**src/rtl/cpu_ctrl_if.sv**
```systemverilog
// Memory and ALU side-bus of the cpu_ctrl sequencer.
// master = controller side, slave = memory/ALU side.
interface cpu_ctrl_if;
    logic [7:0] mem_addr;
    logic       mem_re;
    logic [7:0] mem_rdata;
    logic [7:0] alu_accum;
    logic [7:0] alu_in;
    logic [3:0] alu_sel;
    logic [7:0] alu_result;
    logic       alu_z;
    logic       alu_c;

    modport master (
        output mem_addr, mem_re, alu_accum, alu_in, alu_sel,
        input  mem_rdata, alu_result, alu_z, alu_c
    );

    modport slave (
        input  mem_addr, mem_re, alu_accum, alu_in, alu_sel,
        output mem_rdata, alu_result, alu_z, alu_c
    );
endinterface

```
**src/rtl/cpu_ctrl.sv**
```systemverilog
// Multi-cycle 8-bit accumulator CPU sequencer: fetch/decode/execute FSM driving
// a synchronous memory and an external combinational ALU.
module cpu_ctrl (
    input  logic       clk,
    input  logic       rst_n,
    cpu_ctrl_if.master bus,
    output logic [7:0] pc_out,
    output logic [7:0] acc_out,
    output logic       halted,
    output logic       illegal_op
);
    localparam int unsigned DW   = 8;
    localparam int unsigned OPW  = 4;
    localparam int unsigned NREG = 4;

    localparam logic [OPW-1:0] OP_ADD  = 4'h1;
    localparam logic [OPW-1:0] OP_SUB  = 4'h2;
    localparam logic [OPW-1:0] OP_NOR  = 4'h3;
    localparam logic [OPW-1:0] OP_MOVR = 4'h4;
    localparam logic [OPW-1:0] OP_MOVA = 4'h5;
    localparam logic [OPW-1:0] OP_LDI  = 4'h6;
    localparam logic [OPW-1:0] OP_JZ   = 4'h7;
    localparam logic [OPW-1:0] OP_JC   = 4'h8;
    localparam logic [OPW-1:0] OP_JMP  = 4'h9;
    localparam logic [OPW-1:0] OP_HALT = 4'hA;
    localparam logic [OPW-1:0] OP_SHL  = 4'hB;
    localparam logic [OPW-1:0] OP_SHR  = 4'hC;

    typedef enum logic [2:0] {IDLE, FETCH, DECODE, EXEC, OPERAND, HALTED} state_t;

    state_t           state;
    logic [DW-1:0]    pc;
    logic [DW-1:0]    acc;
    logic [DW-1:0]    ir;
    logic [DW-1:0]    regs [NREG];
    logic             z;
    logic             c;
    logic [DW-1:0]    mem_addr_q;
    logic             mem_re_q;
    logic [OPW-1:0]   alu_sel_q;
    logic [DW-1:0]    alu_in_q;
    logic             halted_q;
    logic             illegal_q;

    logic [OPW-1:0]   ir_op;
    logic [1:0]       ir_rsel;
    logic [OPW-1:0]   rd_op;
    logic [1:0]       rd_rsel;
    logic [DW-1:0]    pc_inc;
    logic [DW-1:0]    operand_pc;
    logic             ir_unused;

    assign ir_op     = ir[7:4];
    assign ir_rsel   = ir[1:0];
    assign ir_unused = ^ir[3:2];
    assign rd_op     = bus.mem_rdata[7:4];
    assign rd_rsel   = bus.mem_rdata[1:0];
    assign pc_inc    = pc + DW'(1);

    function automatic logic is_alu(input logic [OPW-1:0] op);
        return (op == OP_ADD) || (op == OP_SUB) || (op == OP_NOR) ||
               (op == OP_MOVR) || (op == OP_SHL) || (op == OP_SHR);
    endfunction

    function automatic logic is_two_byte(input logic [OPW-1:0] op);
        return (op == OP_LDI) || (op == OP_JZ) || (op == OP_JC) || (op == OP_JMP);
    endfunction

    function automatic logic is_illegal(input logic [OPW-1:0] op);
        return op > OP_SHR;
    endfunction

    // PC after the operand byte: branch target or fall-through past the operand
    always_comb begin
        operand_pc = pc_inc;
        case (ir_op)
            OP_JMP:  operand_pc = bus.mem_rdata;
            OP_JZ:   if (z) operand_pc = bus.mem_rdata;
            OP_JC:   if (c) operand_pc = bus.mem_rdata;
            default: operand_pc = pc_inc;
        endcase
    end

    // Bus outputs are registered, so each state sets up the strobes of the next one
    always_ff @(posedge clk or negedge rst_n) begin
        if (!rst_n) begin
            state      <= IDLE;
            pc         <= '0;
            acc        <= '0;
            ir         <= '0;
            z          <= 1'b0;
            c          <= 1'b0;
            for (int unsigned i = 0; i < NREG; i++) regs[i] <= '0;
            mem_addr_q <= '0;
            mem_re_q   <= 1'b0;
            alu_sel_q  <= '0;
            alu_in_q   <= '0;
            halted_q   <= 1'b0;
            illegal_q  <= 1'b0;
        end else begin
            mem_addr_q <= '0;
            mem_re_q   <= 1'b0;
            alu_sel_q  <= '0;
            alu_in_q   <= '0;
            illegal_q  <= 1'b0;
            case (state)
                IDLE: begin
                    state      <= FETCH;
                    mem_re_q   <= 1'b1;
                    mem_addr_q <= pc;
                end
                FETCH: state <= DECODE;
                DECODE: begin
                    state <= EXEC;
                    ir    <= bus.mem_rdata;
                    pc    <= pc_inc;
                    if (is_alu(rd_op)) begin
                        alu_sel_q <= rd_op;
                        alu_in_q  <= regs[rd_rsel];
                    end
                    if (is_two_byte(rd_op)) begin
                        mem_re_q   <= 1'b1;
                        mem_addr_q <= pc_inc;
                    end
                    if (is_illegal(rd_op)) illegal_q <= 1'b1;
                end
                EXEC: begin
                    if (is_two_byte(ir_op)) begin
                        state <= OPERAND;
                    end else if (ir_op == OP_HALT) begin
                        state    <= HALTED;
                        halted_q <= 1'b1;
                    end else begin
                        state      <= FETCH;
                        mem_re_q   <= 1'b1;
                        mem_addr_q <= pc;
                    end
                    if (is_alu(ir_op)) begin
                        acc <= bus.alu_result;
                        z   <= bus.alu_z;
                        c   <= bus.alu_c;
                    end
                    if (ir_op == OP_MOVA) regs[ir_rsel] <= acc;
                end
                OPERAND: begin
                    state      <= FETCH;
                    pc         <= operand_pc;
                    mem_re_q   <= 1'b1;
                    mem_addr_q <= operand_pc;
                    if (ir_op == OP_LDI) begin
                        acc <= bus.mem_rdata;
                        z   <= (bus.mem_rdata == '0);
                    end
                end
                HALTED:  state <= HALTED;
                default: state <= IDLE;
            endcase
        end
    end

    assign bus.mem_addr  = mem_addr_q;
    assign bus.mem_re    = mem_re_q;
    assign bus.alu_sel   = alu_sel_q;
    assign bus.alu_in    = alu_in_q;
    assign bus.alu_accum = acc;
    assign pc_out        = pc;
    assign acc_out       = acc;
    assign halted        = halted_q;
    assign illegal_op    = illegal_q;
endmodule
```
**src/flat_wrapper.sv**
```systemverilog
// flat-port wrapper written by rule: the top's interface ports become plain ports
module cpu_ctrl_flat 
  (clk, rst_n, pc_out, acc_out, halted, illegal_op, bus_mem_addr, bus_mem_re, bus_alu_accum, bus_alu_in, bus_alu_sel, bus_mem_rdata, bus_alu_result, bus_alu_z, bus_alu_c);
  cpu_ctrl_if bus_i ();
  input  logic clk;
  input  logic rst_n;
  output logic [7:0] pc_out;
  output logic [7:0] acc_out;
  output logic halted;
  output logic illegal_op;
  output wire logic [$bits(bus_i.mem_addr)-1:0] bus_mem_addr;
  output wire logic [$bits(bus_i.mem_re)-1:0] bus_mem_re;
  output wire logic [$bits(bus_i.alu_accum)-1:0] bus_alu_accum;
  output wire logic [$bits(bus_i.alu_in)-1:0] bus_alu_in;
  output wire logic [$bits(bus_i.alu_sel)-1:0] bus_alu_sel;
  input wire logic [$bits(bus_i.mem_rdata)-1:0] bus_mem_rdata;
  input wire logic [$bits(bus_i.alu_result)-1:0] bus_alu_result;
  input wire logic [$bits(bus_i.alu_z)-1:0] bus_alu_z;
  input wire logic [$bits(bus_i.alu_c)-1:0] bus_alu_c;
  assign bus_mem_addr = bus_i.mem_addr;
  assign bus_mem_re = bus_i.mem_re;
  assign bus_alu_accum = bus_i.alu_accum;
  assign bus_alu_in = bus_i.alu_in;
  assign bus_alu_sel = bus_i.alu_sel;
  assign bus_i.mem_rdata = bus_mem_rdata;
  assign bus_i.alu_result = bus_alu_result;
  assign bus_i.alu_z = bus_alu_z;
  assign bus_i.alu_c = bus_alu_c;
  cpu_ctrl u_core (.clk(clk), .rst_n(rst_n), .bus(bus_i), .pc_out(pc_out), .acc_out(acc_out), .halted(halted), .illegal_op(illegal_op));
endmodule
```
**config.mk**
```make
export PLATFORM = sky130hd
export DESIGN_NAME = cpu_ctrl_flat
export DESIGN_NICKNAME = d
export VERILOG_FILES = /design/src/rtl/cpu_ctrl_if.sv /design/src/rtl/cpu_ctrl.sv /design/src/flat_wrapper.sv
export SDC_FILE = /design/constraint.sdc
export NUM_CORES = 1
export LEC_CHECK = 0
export BUFFER_PORTS_ARGS = -buffer_cell sky130_fd_sc_hd__buf_4
export CORE_ASPECT_RATIO = 1.2
export CORE_UTILIZATION = 45
export CTS_CLUSTER_SIZE = 24
export DETAILED_ROUTE_END_ITERATION = 7
export PLACE_DENSITY_LB_ADDON = 0.12
export SLEW_MARGIN = 20
export SYNTH_ARGS = -nofsm -noshare
export SYNTH_HDL_FRONTEND = slang
export SYNTH_SLANG_ARGS = --single-unit
```
**constraint.sdc**
```tcl
create_clock -name clk -period 3.5 [get_ports clk]
set_input_delay 0.175 -clock clk [delete_from_list [all_inputs] [get_ports clk]]
set_output_delay 0.175 -clock clk [all_outputs]
set_load 0.005 [all_outputs]
```
==> metrics.cfg, run 1 <==
[outcome]
outcome = completed

[worst_hold_path]
min_path_type = input port to flip-flop
hold_depth = 2

[drt]
drt_iter0_drc = 120
finalWirelength_mm = 8.84
via_per_inst = 5.39
ant_nets = 0
first_pass_iters = 4
drc = 0
wl_per_cell_um = 16.8
vias = 2831

[timing]
setup-violations-final = 0
setup_ws_ps = 1290
worst_pin_slew_ps = 760
rsz0062_at_grt = no
slew_headroom = 0.494
tns_ps = 0
min_period_ps = 2210
max_freq_ghz = 0.452
finClkSkew_ps = 12.1
min_period_over_period = 0.632
drv_slew = 0
hold_viol = 0

[yosys]
synth_area_leader_cell = dfrtp_1
syn_avg_cell_area_um2 = 11.7
ys_warn_count = 0
syn_inst = 344
synth.area.top_cells = dfrtp_1 51%, mux2_2 10%, mux4_2 4.5%
synth_seq_area_share = 0.510
synth_top_area_frac = 0.510
yosys_register_bits = 82
synth_edf_count = 0
syn_area_mm2 = 0.00402
synth_cell_types = 56
synthFlopType = dfrtp_1
synthArstFlopShare = 1.00
syn-num-nets = 365

[placement]
port_buffers = 66
hpwl_mm = 6.13
place_congestion = 0.823
dp_slack_ps = 1010
numPlacedInstances = 507

[critical_path]
critPathCapture = u_core.z
r2r-end = u_core.z
cp_cell_sequence = or3b_1 -> buf_4 -> o22ai_1 -> a32oi_1 -> clkbuf_4 -> a221oi_1 -> a21oi_1
cp_slowest_cell = dfrtp_1
cp-end-kind = flip-flop
rr_startpoint = u_core.state[0]
slowest_delay_ps = 520
worst_path_dominant_cell_family = compound AO/OA/AOI/OAI gates
path_class = flip-flop to flip-flop
cp.arrival_ps = 2450
r2r_cells = 7
path_depth = 7
cp-startpoint = u_core.state[0]
cp_max_fo = 16
path_buf_inv = 2
startpoint_type = flip-flop
worst-r2r-setup-slack_ps = 1290
critPathRequiredTime_ps = 3740

[clock_tree]
cts_resized = 0
clockRootBuffer = clkbuf_8
clock_path_buffers = 2
ctsHoldBuffers = 0
cts_sinks = 82
h-tree-depth = 3
cts_setup_buffers = 0
clk_pin_slew_ps = 90
cts_tree = yes
numCtsBuffers = 9
clock_latency_ps = 350

[final_layout]
drive_gt1_frac = 0.355
area_growth_pct = 18.9
final_cell_mix = 82 x dfrtp_1, 67 x buf_4, 37 x mux2_2
antenna_cells = 0
final_cells = 525
final_common_cell = dfrtp_1
post-route-util = 0.556
final_nets = 424

[floorplanning]
die_h_um = 106
start_util = 0.467
die_w_um = 88.3
num_io_pins = 67
core_mm2 = 0.00861
dieArea_mm2 = 0.00932
row_count = 37

[global_routing]
grt_max_degree = 83
grt_use_total = 0.206
grt-ovfl-total = 0
grt_pass1_wl_mm = 14.4
first_global_vias = 2779
antenna_found_initial = 0

[power]
ir_drop_uv = 358
power_mw = 3.97
p_leak_nw = 2.28
power.density_mw_per_mm2 = 830

[flow_run]
drv_cap = 0

-- state kept, by name, indices dropped and copies added (netlist names), 3 cells and up --
register	flops
u_core.bus.mem_addr	8
u_core.acc_out	8
u_core.ir	6
u_core.pc_out	8
u_core.regs	32
u_core.state	3
u_core.bus.alu_in	8
u_core.bus.alu_sel	4
-- through the flow --
step / hold WS [ps] / instance area [um^2]
finish: 60.5 / 4780
CTS: 27.2 / 4760
detailed placement: 417 / 4550
global placement: 408 / 4550
global route: 51.2 / 4780
floorplan: -121 / 4020
-- metal layers --
metal,part of all wire,track usage
met5,0,0
met2,0.51,0.329
met3,0.035,0.0368
met1,0.45,0.281
met4,0.014,0.0691
-- worst reg2reg max path: stages (launching register included) --
cell	delay (ps)
dfrtp_1	520
or3b_1	390
buf_4	210
o22ai_1	190
a32oi_1	230
clkbuf_4	270
a221oi_1	230
a21oi_1	70
-- report_power, final --
group | internal [mW] | total, mW | switching [mW]
sequential | 1.32 | 1.72 | 0.399
combinational | 0.845 | 1.53 | 0.688
clock | 0.357 | 0.718 | 0.361
total | 2.52 | 3.97 | 1.45
-- synth_stat cells (2+ instances only) --
master / n
a21oi_1: 11
a221o_1: 3
a221oi_1: 2
a22oi_1: 3
and2_1: 3
and3_1: 2
buf_2: 5
buf_4: 10
clkbuf_1: 6
dfrtp_1: 82
inv_1: 7
mux2_2: 37
mux2i_1: 10
mux4_2: 8
nand2_1: 32
nand2b_1: 6
nand3_1: 5
nand3b_1: 2
nor2_1: 17
nor2b_1: 9
nor3_1: 4
nor3b_1: 3
nor3b_4: 3
nor4_1: 2
o211ai_1: 4
o21ai_0: 29
o221ai_1: 2
o22ai_1: 2
or2_2: 4
xnor2_1: 3
xor2_1: 3
-- cell type report --
type                    instances  area [um^2]
clock buffers                  10          138
clock inverters                 6         72.6
well taps                     117          146
repair buffers                 70          532
flip-flops and latches         82         2050
inverters                       7         26.3
fillers                       753         3830
multi-input cells             233         1820
-- worst min-delay path by stage --
stage              start                 to  slack, ps
2_1_floorplan      rst_n  u_core.acc_out[0]       -120
3_3_place_gp       rst_n    u_core.regs[24]        410
3_5_place_dp       rst_n    u_core.regs[24]        420
4_1_cts            rst_n    u_core.regs[24]         30
5_1_grt        bus_alu_c           u_core.c         50
6_report       bus_alu_c           u_core.c         60
-- cell families (layout without fill, tap and decap cells) --
group                    Yosys count  after routing  synth area share
AND/OR/NAND/NOR                  101            101             0.146
flip-flops                        82             82             0.510
AO/OA/AOI/OAI                     69             69             0.112
multiplexers                      56             56             0.177
buffers and inverters             29             93            0.0379
XOR/XNOR                           6              6            0.0131
adder cells (fa/ha/maj)            1              1           0.00311
No activity file was read; power rests on OpenSTA's default activity.
==> inputs of run 2 (changes only) <==
==> constraint.sdc (replaced) <==
create_clock -name clk -period 2.2 [get_ports clk]
set_input_delay 0.11 -clock clk [delete_from_list [all_inputs] [get_ports clk]]
set_output_delay 0.11 -clock clk [all_outputs]
set_load 0.005 [all_outputs]
==> metrics.cfg, run 2 (same netlist as run 1, synthesis figures left out) <==
[clock_tree]
cts_tree = yes
cts_sinks = 82  ; unchanged
cts_resized = 0  ; unchanged
clockRootBuffer = clkbuf_8
clk_pin_slew_ps = 90  ; about the same
ctsHoldBuffers = 2  ; +2
clock_path_buffers = 2  ; unchanged
clock_latency_ps = 360  ; about the same
cts_setup_buffers = 0  ; unchanged
h-tree-depth = 3  ; unchanged
numCtsBuffers = 9  ; unchanged

[timing]
min_period_over_period = 0.917  ; +0.285
hold_viol = 0  ; unchanged
min_period_ps = 2020  ; -193 ps
setup-violations-final = 0  ; unchanged
rsz0062_at_grt = no
drv_slew = 0  ; unchanged
worst_pin_slew_ps = 574  ; -186 ps
setup_ws_ps = 182  ; -1110 ps
finClkSkew_ps = 11.0  ; -1.10 ps
slew_headroom = 0.618  ; +0.124
timing.hold.ws_ps = 30.9  ; -29.6 ps
tns_ps = 0  ; unchanged
max_freq_ghz = 0.496  ; +9.6%

[floorplanning]
die_w_um = 88.3  ; unchanged
core_mm2 = 0.00861  ; unchanged
die_h_um = 106  ; unchanged
dieArea_mm2 = 0.00932  ; unchanged
row_count = 37  ; unchanged
start_util = 0.467  ; unchanged
num_io_pins = 67  ; unchanged

[critical_path]
cp_max_fo = 11  ; -5
startpoint_type = flip-flop
path_buf_inv = 0  ; -2
critPathRequiredTime_ps = 2440  ; -1300 ps
cp.arrival_ps = 2260  ; -190 ps
cp_slowest_cell = dfrtp_1
path_class = flip-flop to flip-flop
slowest_delay_ps = 570  ; +50 ps
worst_path_dominant_cell_family = simple AND/OR/NAND/NOR gates
cp-end-kind = flip-flop
cp_cell_sequence = nor4b_4 -> nand2_2 -> nor3b_4 -> mux2_2

[final_layout]
final_cell_mix = 82 x dfrtp_1, 81 x buf_4, 37 x mux2_2
final_common_cell = dfrtp_1
final_cells = 539  ; +2.7%
largest_register = u_core.regs
drive_gt1_frac = 0.374  ; +0.0190
area_growth_pct = 21.6
nFillCells = 763  ; +1.3%
multi_input_area_mm2 = 0.00182  ; unchanged
largest_reg_flops = 32  ; unchanged
final_nets = 438  ; +3.3%
layout.area.seq_mm2 = 0.00205  ; unchanged
antenna_cells = 0  ; unchanged

[power]
combPwrFrac = 0.415  ; +0.029
seqPwrFrac = 0.414  ; -0.019
clock_power_share = 0.172  ; -0.009
swShare = 0.366  ; +0.00113
power_mw = 6.45  ; +62%
power.density_mw_per_mm2 = 1320  ; +59%
p_sw_mw = 2.36  ; +63%
p_int_mw = 4.09  ; +62%
p_leak_nw = 2.34  ; +2.8%
ir_drop_uv = 692  ; +93%

[flow_run]
drv_cap = 0  ; unchanged

[worst_hold_path]
min_path_type = input port to flip-flop

[drt]
via_per_inst = 5.46  ; +1.2%
first_pass_iters = 4  ; unchanged
ant_nets = 0  ; unchanged
finalWirelength_mm = 9.22  ; +4.4%
drc = 0  ; unchanged
drt_iter0_drc = 120  ; unchanged
vias = 2941  ; +3.9%
wl_per_cell_um = 17.1  ; +1.7%

[global_routing]
grt_max_degree = 43  ; -48%
grt-ovfl-total = 0  ; unchanged
first_global_vias = 2854  ; +2.7%
antenna_found_initial = 0  ; unchanged
grt_use_total = 0.216  ; +0.0104
grt_pass1_wl_mm = 15.2  ; +5.6%

[outcome]
outcome = completed

[placement]
hpwl_mm = 6.55  ; +6.7%
port_buffers = 66  ; unchanged
place_congestion = 0.823  ; unchanged
numPlacedInstances = 521  ; +2.8%
dp_slack_ps = 182  ; -825 ps

==> run 2: path summary, 6_finish.rpt <==
check	endpoint	depth (start not counted)	from	slack [ps]
min in group asynchronous	u_core.regs[24]	2	rst_n	280
max in group asynchronous	u_core.regs[27]	3	rst_n	1270
setup reg to reg	u_core.regs[23]	4	u_core.ir[6]	180
setup / recovery	u_core.regs[23]	4	u_core.ir[6]	180
hold reg to reg	u_core.halted	1	u_core.halted	500
hold / removal	u_core.pc_out[2]	2	bus_mem_rdata[2]	30
==> run 2: cell type report <==
| cell class | instances | share of cell area |
|---|---|---|
| clock inverters | 7 | 0.0156 |
| clock buffers | 9 | 0.0253 |
| multi-input cells | 233 | 0.372 |
| well taps | 117 | 0.0299 |
| flip-flops and latches | 82 | 0.420 |
| inverters | 7 | 0.00537 |
| repair buffers | 84 | 0.133 |
==> run 2: metal layers <==
metal  track usage  vias to the layer above  part of all wire
met5             0                        -                 0
met3        0.0392                       12             0.035
li1              -                     1382                 -
met1         0.295                     1480              0.45
met2         0.349                       67              0.50
met4        0.0622                        0             0.013
==> run 2: power groups by stage <==
stage / combinational, mW / clock [mW] / sequential (mW)
final: 2.67 / 1.11 / 2.67
after global routing: 2.97 / 1.20 / 2.77
after CTS: 2.70 / 1.14 / 2.67
after detailed placement: 2.67 / 0 / 2.70
after global placement: 2.64 / 0 / 2.67
after floorplan: 1.82 / 0 / 2.54
==> run 2: stage by stage <==
step	util	cell area [um^2]
final	0.568	4890
after global routing	0.568	4890
after CTS	0.568	4890
after detailed placement	0.542	4670
after global placement	0.542	4670
after floorplan	-	4020
==> inputs of run 3 (changes only) <==
==> constraint.sdc (replaced) <==
create_clock -name clk -period 2.2 [get_ports clk]
set_input_delay 0.11 -clock clk [delete_from_list [all_inputs] [get_ports clk]]
set_output_delay 0.11 -clock clk [all_outputs]
set_load 0.1 [all_outputs]
==> metrics.cfg, run 3 (same netlist as run 1, synthesis figures left out) <==
[critical_path]
cp_max_fo = 11  ; unchanged
startpoint_type = flip-flop
cp_cell_sequence = nor4b_4 -> nand2_2 -> nor3b_4 -> mux2_2
critPathRequiredTime_ps = 2440  ; about the same
cp_slowest_cell = dfrtp_1
path_buf_inv = 0  ; unchanged
cp-end-kind = flip-flop
path_class = flip-flop to flip-flop
cp.arrival_ps = 2320  ; +60 ps
slowest_delay_ps = 600  ; +30 ps
worst_path_dominant_cell_family = simple AND/OR/NAND/NOR gates

[global_routing]
grt_use_total = 0.218  ; +0.00187
first_global_vias = 3002  ; +5.2%
grt_pass1_wl_mm = 15.3  ; +0.73%
grt_max_degree = 46  ; +7.0%
antenna_found_initial = 0  ; unchanged
grt-ovfl-total = 0  ; unchanged

[worst_hold_path]
min_path_type = input port to flip-flop

[final_layout]
nFillCells = 763  ; unchanged
largest_register = u_core.regs
antenna_cells = 0  ; unchanged
final_nets = 438  ; unchanged
final_cell_mix = 80 x buf_4, 80 x dfrtp_1, 37 x mux2_2
final_area_mm2 = 0.00491  ; +0.31%
largest_reg_flops = 32  ; unchanged
area_growth_pct = 22.0
drive_gt1_frac = 0.379  ; +0.00474

[floorplanning]
dieArea_mm2 = 0.00932  ; unchanged
row_count = 37  ; unchanged
core_mm2 = 0.00861  ; unchanged
num_io_pins = 67  ; unchanged
die_w_um = 88.3  ; unchanged
die_h_um = 106  ; unchanged
start_util = 0.467  ; unchanged

[timing]
min_period_over_period = 0.948  ; +0.0304
setup-violations-final = 0  ; unchanged
drv_slew = 0  ; unchanged
rsz0062_at_grt = no
timing.hold.ws_ps = 37.7  ; +6.73 ps
worst_pin_slew_ps = 576  ; +2.77 ps
finClkSkew_ps = 11.9  ; +0.928 ps
min_period_ps = 2080  ; +66.9 ps
slew_headroom = 0.612  ; -0.00591
tns_ps = 0  ; unchanged
hold_viol = 0  ; unchanged
max_freq_ghz = 0.480  ; -3.2%

[clock_tree]
clockRootBuffer = clkbuf_8
cts_resized = 0  ; unchanged
h-tree-depth = 3  ; unchanged
clock_path_buffers = 2  ; unchanged
cts_tree = yes
cts_sinks = 82  ; unchanged
numCtsBuffers = 9  ; unchanged
clock_latency_ps = 350  ; about the same
clk_pin_slew_ps = 90  ; about the same

[drt]
ant_nets = 0  ; unchanged
vias = 2940  ; -0.034%
wl_per_cell_um = 17.3  ; +0.82%
via_per_inst = 5.45  ; about the same
drc = 0  ; unchanged
finalWirelength_mm = 9.30  ; +0.82%
drt_iter0_drc = 154  ; +28%
first_pass_iters = 5  ; +1

[placement]
place_congestion = 0.881  ; +7.0%
hpwl_mm = 6.68  ; +2.0%
placed_area_mm2 = 0.00467  ; -0.11%
port_buffers = 66  ; unchanged

[flow_run]
drv_cap = 0  ; unchanged

[outcome]
outcome = completed

-- run 3: cell types whose count changed in the layout (fill, tap and decap cells not counted) --
cell / delta
dfrtp_1: -2
dfrtp_2: +2
buf_12: +1
buf_4: -1
-- run 3: layout make-up --
| type | count | area [um^2] | area share |
|---|---|---|---|
| flip-flops and latches | 82 | 2050 | 0.419 |
| repair buffers | 84 | 661 | 0.135 |
| inverters | 7 | 26.3 | 0.00536 |
| multi-input cells | 233 | 1820 | 0.371 |
| well taps | 117 | 146 | 0.0298 |
| clock buffers | 9 | 124 | 0.0252 |
| clock inverters | 7 | 76.3 | 0.0156 |
-- run 3: worst paths after layout --
check                      slack, ps                end             start  cells past startpoint
setup reg to reg                 120    u_core.regs[10]      u_core.ir[6]                      4
hold / removal                    40       u_core.ir[5]  bus_mem_rdata[5]                      3
hold reg to reg                  500      u_core.halted     u_core.halted                      1
min in group asynchronous        280  u_core.acc_out[0]             rst_n                      2
max in group asynchronous       1310    u_core.regs[11]             rst_n                      3
setup / recovery                 120    u_core.regs[10]      u_core.ir[6]                      4
-- run 3: layer usage --
metal / global-route usage / up-vias / part of all wire
met4: 0.0783 / 0 / 0.017
met1: 0.294 / 1467 / 0.45
li1: - / 1379 / -
met2: 0.354 / 80 / 0.49
met3: 0.0321 / 14 / 0.036
met5: 0 / - / 0
-- run 3: through the flow --
step / setup WS (ps) / std cells / util
global route: 11.0 / 539 / 0.570
floorplan: 39.8 / 344 / -
finish: 115 / 539 / 0.570
detailed placement: 81.8 / 520 / 0.542
CTS: 77.5 / 538 / 0.567
global placement: 130 / 520 / 0.542
-- run 3: worst register-to-register path: cells and delay by family (launching register included) --
family        cells  cell delay (ps)
flops             1              600
mux               1              400
simple gates      3              960
-- run 3: repair_timing --
item	CTS	global route
hold buffers	2	0
hold endpoints to repair	38	0
endpoints found under the setup margin	0	8
buffers inserted	0	1
Power of run 3 is not shown: default switching activity piles up to over one toggle a cycle in this logic, so the estimate is an artifact.
